===== config.mk =====
export PLATFORM = sky130hd
export DESIGN_NAME = cam_power_seq_flat
export DESIGN_NICKNAME = d
export VERILOG_FILES = /design/src/rtl/cam_power_seq_if.sv /design/src/rtl/cam_power_seq.sv /design/src/flat_wrapper.sv
export SDC_FILE = /design/constraint.sdc
export NUM_CORES = 1
export LEC_CHECK = 0
export CAP_MARGIN = 5
export CORE_UTILIZATION = 58
export CTS_CLUSTER_SIZE = 30
export DETAILED_ROUTE_END_ITERATION = 12
export MAX_ROUTING_LAYER = met4
export PLACE_DENSITY = 0.79
export SYNTH_ARGS = -nofsm -noshare
export SYNTH_HDL_FRONTEND = slang
export SYNTH_SLANG_ARGS = --single-unit

===== constraint.sdc =====
create_clock -name sys_clk -period 2.8 [get_ports sys_clk]
set_clock_uncertainty 0.05 [all_clocks]
set_input_delay 0.42 -clock sys_clk [delete_from_list [all_inputs] [get_ports sys_clk]]
set_output_delay 0.42 -clock sys_clk [all_outputs]
set_load 0.05 [all_outputs]

===== src/rtl/cam_power_seq_if.sv =====
// Control inputs, camera pin drives and status of the OV5640 power sequencer.
// master = the sequencer itself, slave = board/config side that drives it.
interface cam_power_seq_if;
  logic       en;
  logic       restart;
  logic       cfg_done;
  logic       cam_pwdn;
  logic       cam_rst_n;
  logic       xclk_en;
  logic       power_done;
  logic       cfg_start;
  logic       fault;
  logic [2:0] state;

  modport master (
    input  en, restart, cfg_done,
    output cam_pwdn, cam_rst_n, xclk_en, power_done, cfg_start, fault, state
  );

  modport slave (
    output en, restart, cfg_done,
    input  cam_pwdn, cam_rst_n, xclk_en, power_done, cfg_start, fault, state
  );
endinterface


===== src/rtl/cam_power_seq.sv =====
// OV5640 power-up/power-down sequencer: timed PWDN/RESET_N/XCLK release,
// SCCB configuration kick-off with timeout, bounded retry and fault latch.
module cam_power_seq #(
  parameter int T_PWDN    = 300_000,
  parameter int T_RST     = 100_000,
  parameter int T_SETTLE  = 1_050_000,
  parameter int T_CFG_TO  = 5_000_000,
  parameter int MAX_RETRY = 2,
  parameter int CNT_W     = 23
) (
  input logic              sys_clk,
  input logic              sys_rst_n,
  cam_power_seq_if.master  bus
);

  localparam int RETRY_W = (MAX_RETRY < 1) ? 1 : $clog2(MAX_RETRY + 1);

  localparam logic [CNT_W-1:0]   LAST_PWDN   = CNT_W'(T_PWDN - 1);
  localparam logic [CNT_W-1:0]   LAST_RST    = CNT_W'(T_RST - 1);
  localparam logic [CNT_W-1:0]   LAST_SETTLE = CNT_W'(T_SETTLE - 1);
  localparam logic [CNT_W-1:0]   LAST_CFG    = CNT_W'(T_CFG_TO - 1);
  localparam logic [RETRY_W-1:0] RETRY_MAX   = RETRY_W'(MAX_RETRY);

  typedef enum logic [2:0] {
    OFF       = 3'd0,
    PWDN_HOLD = 3'd1,
    RST_HOLD  = 3'd2,
    SETTLE    = 3'd3,
    CONFIG    = 3'd4,
    ACTIVE    = 3'd5,
    SHUTDOWN  = 3'd6,
    FAULT     = 3'd7
  } state_t;

  state_t             cur;
  state_t             nxt;
  logic [CNT_W-1:0]   cnt;
  logic [RETRY_W-1:0] retry;
  logic [RETRY_W-1:0] retry_nxt;

  // Pin pattern per state as {cam_pwdn, cam_rst_n, xclk_en, power_done}.
  function automatic logic [3:0] pins(input state_t s);
    case (s)
      PWDN_HOLD: pins = 4'b1010;
      RST_HOLD:  pins = 4'b0010;
      SETTLE:    pins = 4'b0110;
      CONFIG:    pins = 4'b0111;
      ACTIVE:    pins = 4'b0111;
      SHUTDOWN:  pins = 4'b1010;
      default:   pins = 4'b1000;
    endcase
  endfunction

  // Priority inside every state: en low, then restart, then cfg_done, then timer.
  always_comb begin
    nxt       = cur;
    retry_nxt = retry;
    case (cur)
      OFF:       if (bus.en) nxt = PWDN_HOLD;
      PWDN_HOLD: begin
        if (!bus.en)                nxt = OFF;
        else if (cnt == LAST_PWDN)  nxt = RST_HOLD;
      end
      RST_HOLD: begin
        if (!bus.en)                nxt = SHUTDOWN;
        else if (cnt == LAST_RST)   nxt = SETTLE;
      end
      SETTLE: begin
        if (!bus.en)                nxt = SHUTDOWN;
        else if (cnt == LAST_SETTLE) nxt = CONFIG;
      end
      CONFIG: begin
        if (!bus.en) begin
          nxt = SHUTDOWN;
        end else if (bus.restart) begin
          nxt       = SHUTDOWN;
          retry_nxt = '0;
        end else if (bus.cfg_done) begin
          nxt = ACTIVE;
        end else if (cnt == LAST_CFG) begin
          if (retry < RETRY_MAX) begin
            nxt       = SHUTDOWN;
            retry_nxt = retry + 1'b1;
          end else begin
            nxt = FAULT;
          end
        end
      end
      ACTIVE: begin
        if (!bus.en) begin
          nxt = SHUTDOWN;
        end else if (bus.restart) begin
          nxt       = SHUTDOWN;
          retry_nxt = '0;
        end
      end
      SHUTDOWN:  if (cnt == LAST_RST) nxt = bus.en ? PWDN_HOLD : OFF;
      FAULT: begin
        if (!bus.en) begin
          nxt = OFF;
        end else if (bus.restart) begin
          nxt       = PWDN_HOLD;
          retry_nxt = '0;
        end
      end
      default:   nxt = OFF;
    endcase
    if (nxt == OFF || nxt == ACTIVE) retry_nxt = '0;
  end

  // Outputs are decoded from the next state so pins move on the same edge as state.
  always_ff @(posedge sys_clk or negedge sys_rst_n) begin
    if (!sys_rst_n) begin
      cur            <= OFF;
      cnt            <= '0;
      retry          <= '0;
      bus.cam_pwdn   <= 1'b1;
      bus.cam_rst_n  <= 1'b0;
      bus.xclk_en    <= 1'b0;
      bus.power_done <= 1'b0;
      bus.cfg_start  <= 1'b0;
      bus.fault      <= 1'b0;
    end else begin
      cur   <= nxt;
      retry <= retry_nxt;
      if (nxt != cur || cur == OFF || cur == ACTIVE || cur == FAULT)
        cnt <= '0;
      else
        cnt <= cnt + 1'b1;
      {bus.cam_pwdn, bus.cam_rst_n, bus.xclk_en, bus.power_done} <= pins(nxt);
      bus.cfg_start <= (nxt == CONFIG) && (cur != CONFIG);
      bus.fault     <= (nxt == FAULT);
    end
  end

  assign bus.state = cur;

endmodule


===== src/flat_wrapper.sv =====
// flat-port wrapper written by rule: the top's interface ports become plain ports
module cam_power_seq_flat 
#(
  parameter int T_PWDN    = 300_000,
  parameter int T_RST     = 100_000,
  parameter int T_SETTLE  = 1_050_000,
  parameter int T_CFG_TO  = 5_000_000,
  parameter int MAX_RETRY = 2,
  parameter int CNT_W     = 23
)
  (sys_clk, sys_rst_n, bus_en, bus_restart, bus_cfg_done, bus_cam_pwdn, bus_cam_rst_n, bus_xclk_en, bus_power_done, bus_cfg_start, bus_fault, bus_state);
  cam_power_seq_if bus_i ();
  input logic sys_clk;
  input logic sys_rst_n;
  input wire logic [$bits(bus_i.en)-1:0] bus_en;
  input wire logic [$bits(bus_i.restart)-1:0] bus_restart;
  input wire logic [$bits(bus_i.cfg_done)-1:0] bus_cfg_done;
  output wire logic [$bits(bus_i.cam_pwdn)-1:0] bus_cam_pwdn;
  output wire logic [$bits(bus_i.cam_rst_n)-1:0] bus_cam_rst_n;
  output wire logic [$bits(bus_i.xclk_en)-1:0] bus_xclk_en;
  output wire logic [$bits(bus_i.power_done)-1:0] bus_power_done;
  output wire logic [$bits(bus_i.cfg_start)-1:0] bus_cfg_start;
  output wire logic [$bits(bus_i.fault)-1:0] bus_fault;
  output wire logic [$bits(bus_i.state)-1:0] bus_state;
  assign bus_i.en = bus_en;
  assign bus_i.restart = bus_restart;
  assign bus_i.cfg_done = bus_cfg_done;
  assign bus_cam_pwdn = bus_i.cam_pwdn;
  assign bus_cam_rst_n = bus_i.cam_rst_n;
  assign bus_xclk_en = bus_i.xclk_en;
  assign bus_power_done = bus_i.power_done;
  assign bus_cfg_start = bus_i.cfg_start;
  assign bus_fault = bus_i.fault;
  assign bus_state = bus_i.state;
  cam_power_seq #(.T_PWDN(T_PWDN), .T_RST(T_RST), .T_SETTLE(T_SETTLE), .T_CFG_TO(T_CFG_TO), .MAX_RETRY(MAX_RETRY), .CNT_W(CNT_W)) u_core (.sys_clk(sys_clk), .sys_rst_n(sys_rst_n), .bus(bus_i));
endmodule

# == After elaboration in Yosys (flattened, before gate mapping) ==
# Index checks and enable logic that the tools add are counted.
# totals
register_bits,34
input_bits,5
out_inout_bits,9
# op_classes
n_addsub,2
magnitude_cmp,1
eq_ne,26
n_mux,30
n_reduce_logical,12
# op_table
cell,n
3-bit 2-to-1 mux,16
"3-bit equality test, second input constant",8
3-bit case mux with 8 select lines,1
"23-bit by 1-bit adder with 23-bit output, second input constant",1
"23-bit by 17-bit equality test with 1-bit output, second input constant",1
"23-bit by 19-bit equality test with 1-bit output, second input constant",1
"23-bit by 21-bit equality test with 1-bit output, second input constant",1
"23-bit equality test, second input constant",1
23-bit 2-to-1 mux,1
2-bit 2-to-1 mux,8
4-bit case mux with 4 select lines,1
"3-bit by 2-bit equality test with 1-bit output, second input constant",4
"4-bit by 2-bit != test with 1-bit output, second input constant",2
7-bit AND reduction,1
"3-bit by 1-bit equality test with 1-bit output, second input constant",2
3-bit zero test,2
"3-bit by 1-bit != test with 1-bit output, second input constant",2
2-bit OR reduction,3
1-bit logical OR,4
"4-bit by 3-bit != test with 1-bit output, second input constant",1
2-bit case mux with 2 select lines,1
"3-bit by 2-bit != test with 1-bit output, second input constant",1
3-bit != test,1
"3-bit != test, second input constant",1
other kinds (5),6

# == Depth between registers and ports, before layout ==
# logic_depth
word_depth,12
depth_mapped,9
mapped_depth_nobuf,7

# == Least setup slack after synthesis ==
# Ideal clock, no wire load.
# synth_path
path_type,register to register
from,register u_core.cnt[0]
to,register u_core.retry[1]
setup_ns,0.135
t_arrival_ns,2.135
slack_ns,0.480
stages_incl_launch_ff,9
path_buffers,1
path_cell_list,dfrtp_1 > ha_1 > and3_1 > and3_1 > clkbuf_1 > a31o_2 > a211o_1 > nor4b_4 > a211oi_1
# synth_via
elab_chain_cells,10
word_cells_on_any_way,28
classes_between,eq/ne (11); mux (13); reduce/logical (4)
# synth_rtl
element,line,text
from (decl),cam_power_seq.sv:37,logic [CNT_W-1:0] cnt;
from (signal assigned),cam_power_seq.sv:129,cnt <= cnt + 1'b1;
23-bit equality test,cam_power_seq.sv:80,end else if (cnt == LAST_CFG) begin
3-bit 2-to-1 mux,cam_power_seq.sv:80,
3-bit 2-to-1 mux,cam_power_seq.sv:78,end else if (bus.cfg_done) begin
3-bit 2-to-1 mux,cam_power_seq.sv:75,end else if (bus.restart) begin
3-bit 2-to-1 mux,cam_power_seq.sv:73,if (!bus.en) begin
3-bit case mux with 8 select lines *,cam_power_seq.sv:58,case (cur)
named net u_core.nxt[1],cam_power_seq.sv:36,state_t nxt;
3-bit equality test / 3-bit zero test (equally long branches),cam_power_seq.sv:108,if (nxt == OFF || nxt == ACTIVE) retry_nxt = '0;
1-bit logical OR *,cam_power_seq.sv:108,
4-bit by 2-bit != test with 1-bit output (no source line) (tied with other cells),n/a,
7-bit AND reduction (no source line),n/a,
to (signal assigned),cam_power_seq.sv:125,retry <= retry_nxt;
to (decl),cam_power_seq.sv:38,logic [RETRY_W-1:0] retry;
# The timed path passes the listed nets; every way through them passes the cells marked *.
# A chain may end at the register's enable or synchronous reset.

# == Worst setup path after layout ==
# layout_path
from,register u_core.cnt[0]
to,register u_core.bus.xclk_en
# layout_via
elab_chain_cells,9
word_cells_on_any_way,25
classes_between,eq/ne (10); mux (13); reduce/logical (2)
# layout_rtl
element,line,text
23-bit equality test,cam_power_seq.sv:80,
3-bit 2-to-1 mux,cam_power_seq.sv:80,
3-bit 2-to-1 mux,cam_power_seq.sv:78,
3-bit 2-to-1 mux,cam_power_seq.sv:75,
3-bit 2-to-1 mux,cam_power_seq.sv:73,
3-bit case mux with 8 select lines *,cam_power_seq.sv:58,
named net u_core.nxt[1],cam_power_seq.sv:36,
3-bit by 1-bit equality test with 1-bit output / 3-bit equality test (equally long branches),cam_power_seq.sv:43,case (s)
2-bit OR reduction (no source line),n/a,
4-bit case mux with 4 select lines *,cam_power_seq.sv:43,
to (signal assigned),cam_power_seq.sv:130,"{bus.cam_pwdn, bus.cam_rst_n, bus.xclk_en, bus.power_done} <= pins(nxt);"
to (decl),cam_power_seq_if.sv:17,"output cam_pwdn, cam_rst_n, xclk_en, power_done, cfg_start, fault, state"
# Marks and branches as above.

==> key figures <==
Clock tree
  • Resized Gates After CTS: 0
  • Deepest clock path buffer count: 2
  • Hold_buf cts: 0
  • CTS tree: done
  • Postcts setup bufs: 0
  • Clk Latency, worst-skew pair: 0.34 ns
  • Cts bufs inserted: 5
  • # H-tree levels: 2
  • Clock Tree Root: clkbuf_4
  • # clock sinks: 34
  • Worst-path clk slew: 0.12 ns

Final layout
  • Net count, final: 232
  • Final Instance Area: 2280 um2
  • Share of layout cells above drive strength 1: 13.7%
  • Fill count: 292
  • Layout area overhead: 11.1%
  • # diodes: 0
  • Fin util: 67.9%

Floorplanning
  • Die outline width: 61.5 um
  • Die area: 3780 um2
  • Placement row count: 21
  • Initial core utilization: 61.1%
  • Die Y-Extent: 61.5 um
  • Io pins: 14
  • Core footprint: 3360 um2

Synth
  • Post-synth top cells: 33 x dfrtp_1, 27 x nor2_1, 13 x nand2_1, 13 x xor2_1, 10 x nand3_1
  • FF+latch count, synth: 34
  • Cell taking the most area after synthesis: dfrtp_1
  • Mapped cell area: 2050 um2
  • Seq/Total Area, Yosys: 41.5%
  • Post-synth top area share: 40.2%
  • Unique masters post-synth: 57
  • Yosys warnings: 0
  • Gate count of the mapped netlist: 209
  • Synth area leaders: dfrtp_1 40%, xor2_1 5.5%, nor2_1 4.9%
  • Net Count, Synth: 215
  • Ys flop type: dfrtp_1
  • Ys async rst share: 100%
  • Syn_area_per_cell: 9.83 um2
  • Cell with the most instances after synthesis: dfrtp_1
  • EDFF count, synth: 0

Hold path
  • HP Class: in2async

Critical path
  • Worst Setup Start Kind: flop
  • CP Class: reg2reg
  • Critical path arrival: 2.62 ns
  • Worst-path maximum fanout: 6
  • Critical Path RT: 2.96 ns
  • CP endpoint kind: flop

Pwr
  • Int Power: 0.000970 W
  • Total power: 0.00178 W
  • Power Density: 778 nW/um2
  • Static leakage: 0.938 nW
  • Clock Power Share: 14.6%
  • Worst IR drop on VDD: 0.000443 V
  • NetSw: 0.000807 W
  • Flop pwr share: 35.9%
  • Combinational share of power: 49.5%
  • Sw Share: 45.4%

Run
  • Max Cap Violations: 0

Drt
  • Routed wirelength normalized by instance count: 16.7 um
  • DR DRC count: 0
  • Vias: 1,703
  • Final WL: 4570 um
  • Via density: 6.24
  • ANT nets after route: 0
  • Drt pass-1 iters: 5
  • First DRT Iteration DRCs: 104

Outcome
  • Outcome: finished, final reports clean

Global routing
  • Total gr overflow: 0
  • Initial antenna violation count: 0
  • Vias in the first global route: 1,677
  • GRT Resource Usage Total: 28.9%
  • Largest net degree at the start of global routing: 35
  • First-pass GRT wire length: 7630 um

Timing
  • Finish-stage setup viols: 0
  • F_max: 408 MHz
  • Slew HR: 66.0%
  • Worst slew pin tran: 0.509 ns
  • Final Hold Vio Count: 0
  • Min cycle time layout: 2.45 ns
  • Max Slew Vio Count: 0
  • Final Cycle Share: 87.6%
  • Setup TNS: 0 ns
  • RSZ-0062 raised after global routing: no

Placed design
  • Final GP Congestion: 0.899
  • Hpwl dp: 3360 um
  • Placed Area: 2230 um2
  • Port Buf Inserts: 13
==> stage by stage <==
stage,hold slack (ns),setup slack [ns],std cells
global placement,0.418,0.264,265
CTS,0.432,0.352,273
finish,0.422,0.348,273
detailed placement,0.431,0.178,265
global route,0.475,0.197,273
floorplan,0.0744,0.480,209
==> final cells by class <==
class,instances,area [um2],share of cell area (%)
clock inverters,2,13.8,0.603
repair buffers,17,160,7.01
clock buffers,6,41.3,1.81
multi-input cells,160,1130,49.4
flip-flops and latches,34,852,37.3
inverters,8,30.0,1.32
well taps,46,57.6,2.52
==> flip-flops by register name, summed over array words and instances, names as in the netlist <==
register               cells
u_core.bus.cam_pwdn        1
u_core.bus.cfg_start       1
u_core.bus.power_done      1
u_core.retry               2
u_core.cnt                23
u_core.bus.fault           1
u_core.bus.xclk_en         1
u_core.bus.cam_rst_n       1
u_core.bus.state           3
==> worst max-delay path: stages, from the launching register on <==
cell and delay (ns):
dfrtp_1 0.42, ha_1 0.25, and3_1 0.24, and3_1 0.28, a31o_2 0.24, a211o_1 0.39, nor4b_4 0.39, a31oi_1 0.09
==> worst paths after layout <==
| kind | from | endpoint | slack [ns] | cells after the start |
|---|---|---|---|---|
| min | sys_rst_n | u_core.bus.cam_rst_n$_DFF_PN0_ | 0.42 | 2 |
| min reg2reg | u_core.cnt[0]$_DFF_PN0_ | u_core.cnt[0]$_DFF_PN0_ | 0.44 | 1 |
| max in group asynchronous | sys_rst_n | u_core.bus.cam_pwdn$_DFF_PN1_ | 1.95 | 2 |
| max reg2reg | u_core.cnt[0]$_DFF_PN0_ | u_core.bus.xclk_en$_DFF_PN0_ | 0.35 | 7 |
| max | u_core.cnt[0]$_DFF_PN0_ | u_core.bus.xclk_en$_DFF_PN0_ | 0.35 | 7 |
| min in group sys_clk | u_core.cnt[0]$_DFF_PN0_ | u_core.cnt[0]$_DFF_PN0_ | 0.44 | 1 |
==> logic make-up (layout without fill, tap and decap cells) <==
| family | after synthesis | after routing | synth area share, % |
|---|---|---|---|
| simple gates | 108 | 108 | 33.4 |
| flops | 34 | 34 | 41.5 |
| compound gates | 29 | 29 | 11.5 |
| xor+xnor | 22 | 22 | 9.38 |
| buf+inv | 15 | 33 | 3.59 |
| fa+ha+maj | 1 | 1 | 0.609 |
==> layout by cell type, fill, tap and decap left out, types with 2 or more instances in the layout <==
cell type | synthesis | routed
and4_1 | 5 | 5
o21ai_0 | 5 | 5
nor3_1 | 6 | 6
and4bb_2 | 3 | 3
nor2b_1 | 2 | 2
and3_1 | 6 | 6
nor4b_1 | 2 | 2
nor4b_2 | 2 | 2
nor4_1 | 2 | 2
xnor2_1 | 9 | 9
nand2b_1 | 3 | 3
a31oi_1 | 2 | 2
nand4_1 | 8 | 8
a211oi_1 | 2 | 2
and2_1 | 2 | 2
nand3_1 | 10 | 10
nor2_1 | 27 | 27
a41o_1 | 2 | 2
nor3b_1 | 4 | 4
o22ai_1 | 2 | 2
buf_4 | 0 | 4
xor2_1 | 13 | 13
clkbuf_4 | 0 | 5
and3_2 | 2 | 2
dfrtp_1 | 33 | 33
nand2_1 | 13 | 13
clkdlybuf4s50_1 | 0 | 13
inv_1 | 8 | 8
==> power by group through the flow <==
stage	clock (W)	sequential, W	combinational (W)
2_1_floorplan	0	0.000794	0.000524
3_3_place_gp	0	0.000647	0.000864
3_5_place_dp	0	0.000646	0.000876
4_1_cts	0.000268	0.000637	0.000879
5_1_grt	0.000288	0.000651	0.000952
6_report	0.000260	0.000638	0.000879
==> layer usage <==
metal | wire, um | up-vias | GRT usage [%]
met5 | 0 | - | -
met4 | 110 | 0 | 14.3
met3 | 200 | 10 | 7.56
met2 | 2320 | 60 | 45.2
met1 | 1940 | 835 | 34.5
li1 | - | 798 | -
Note: power is estimated with default switching activity, not from simulation.
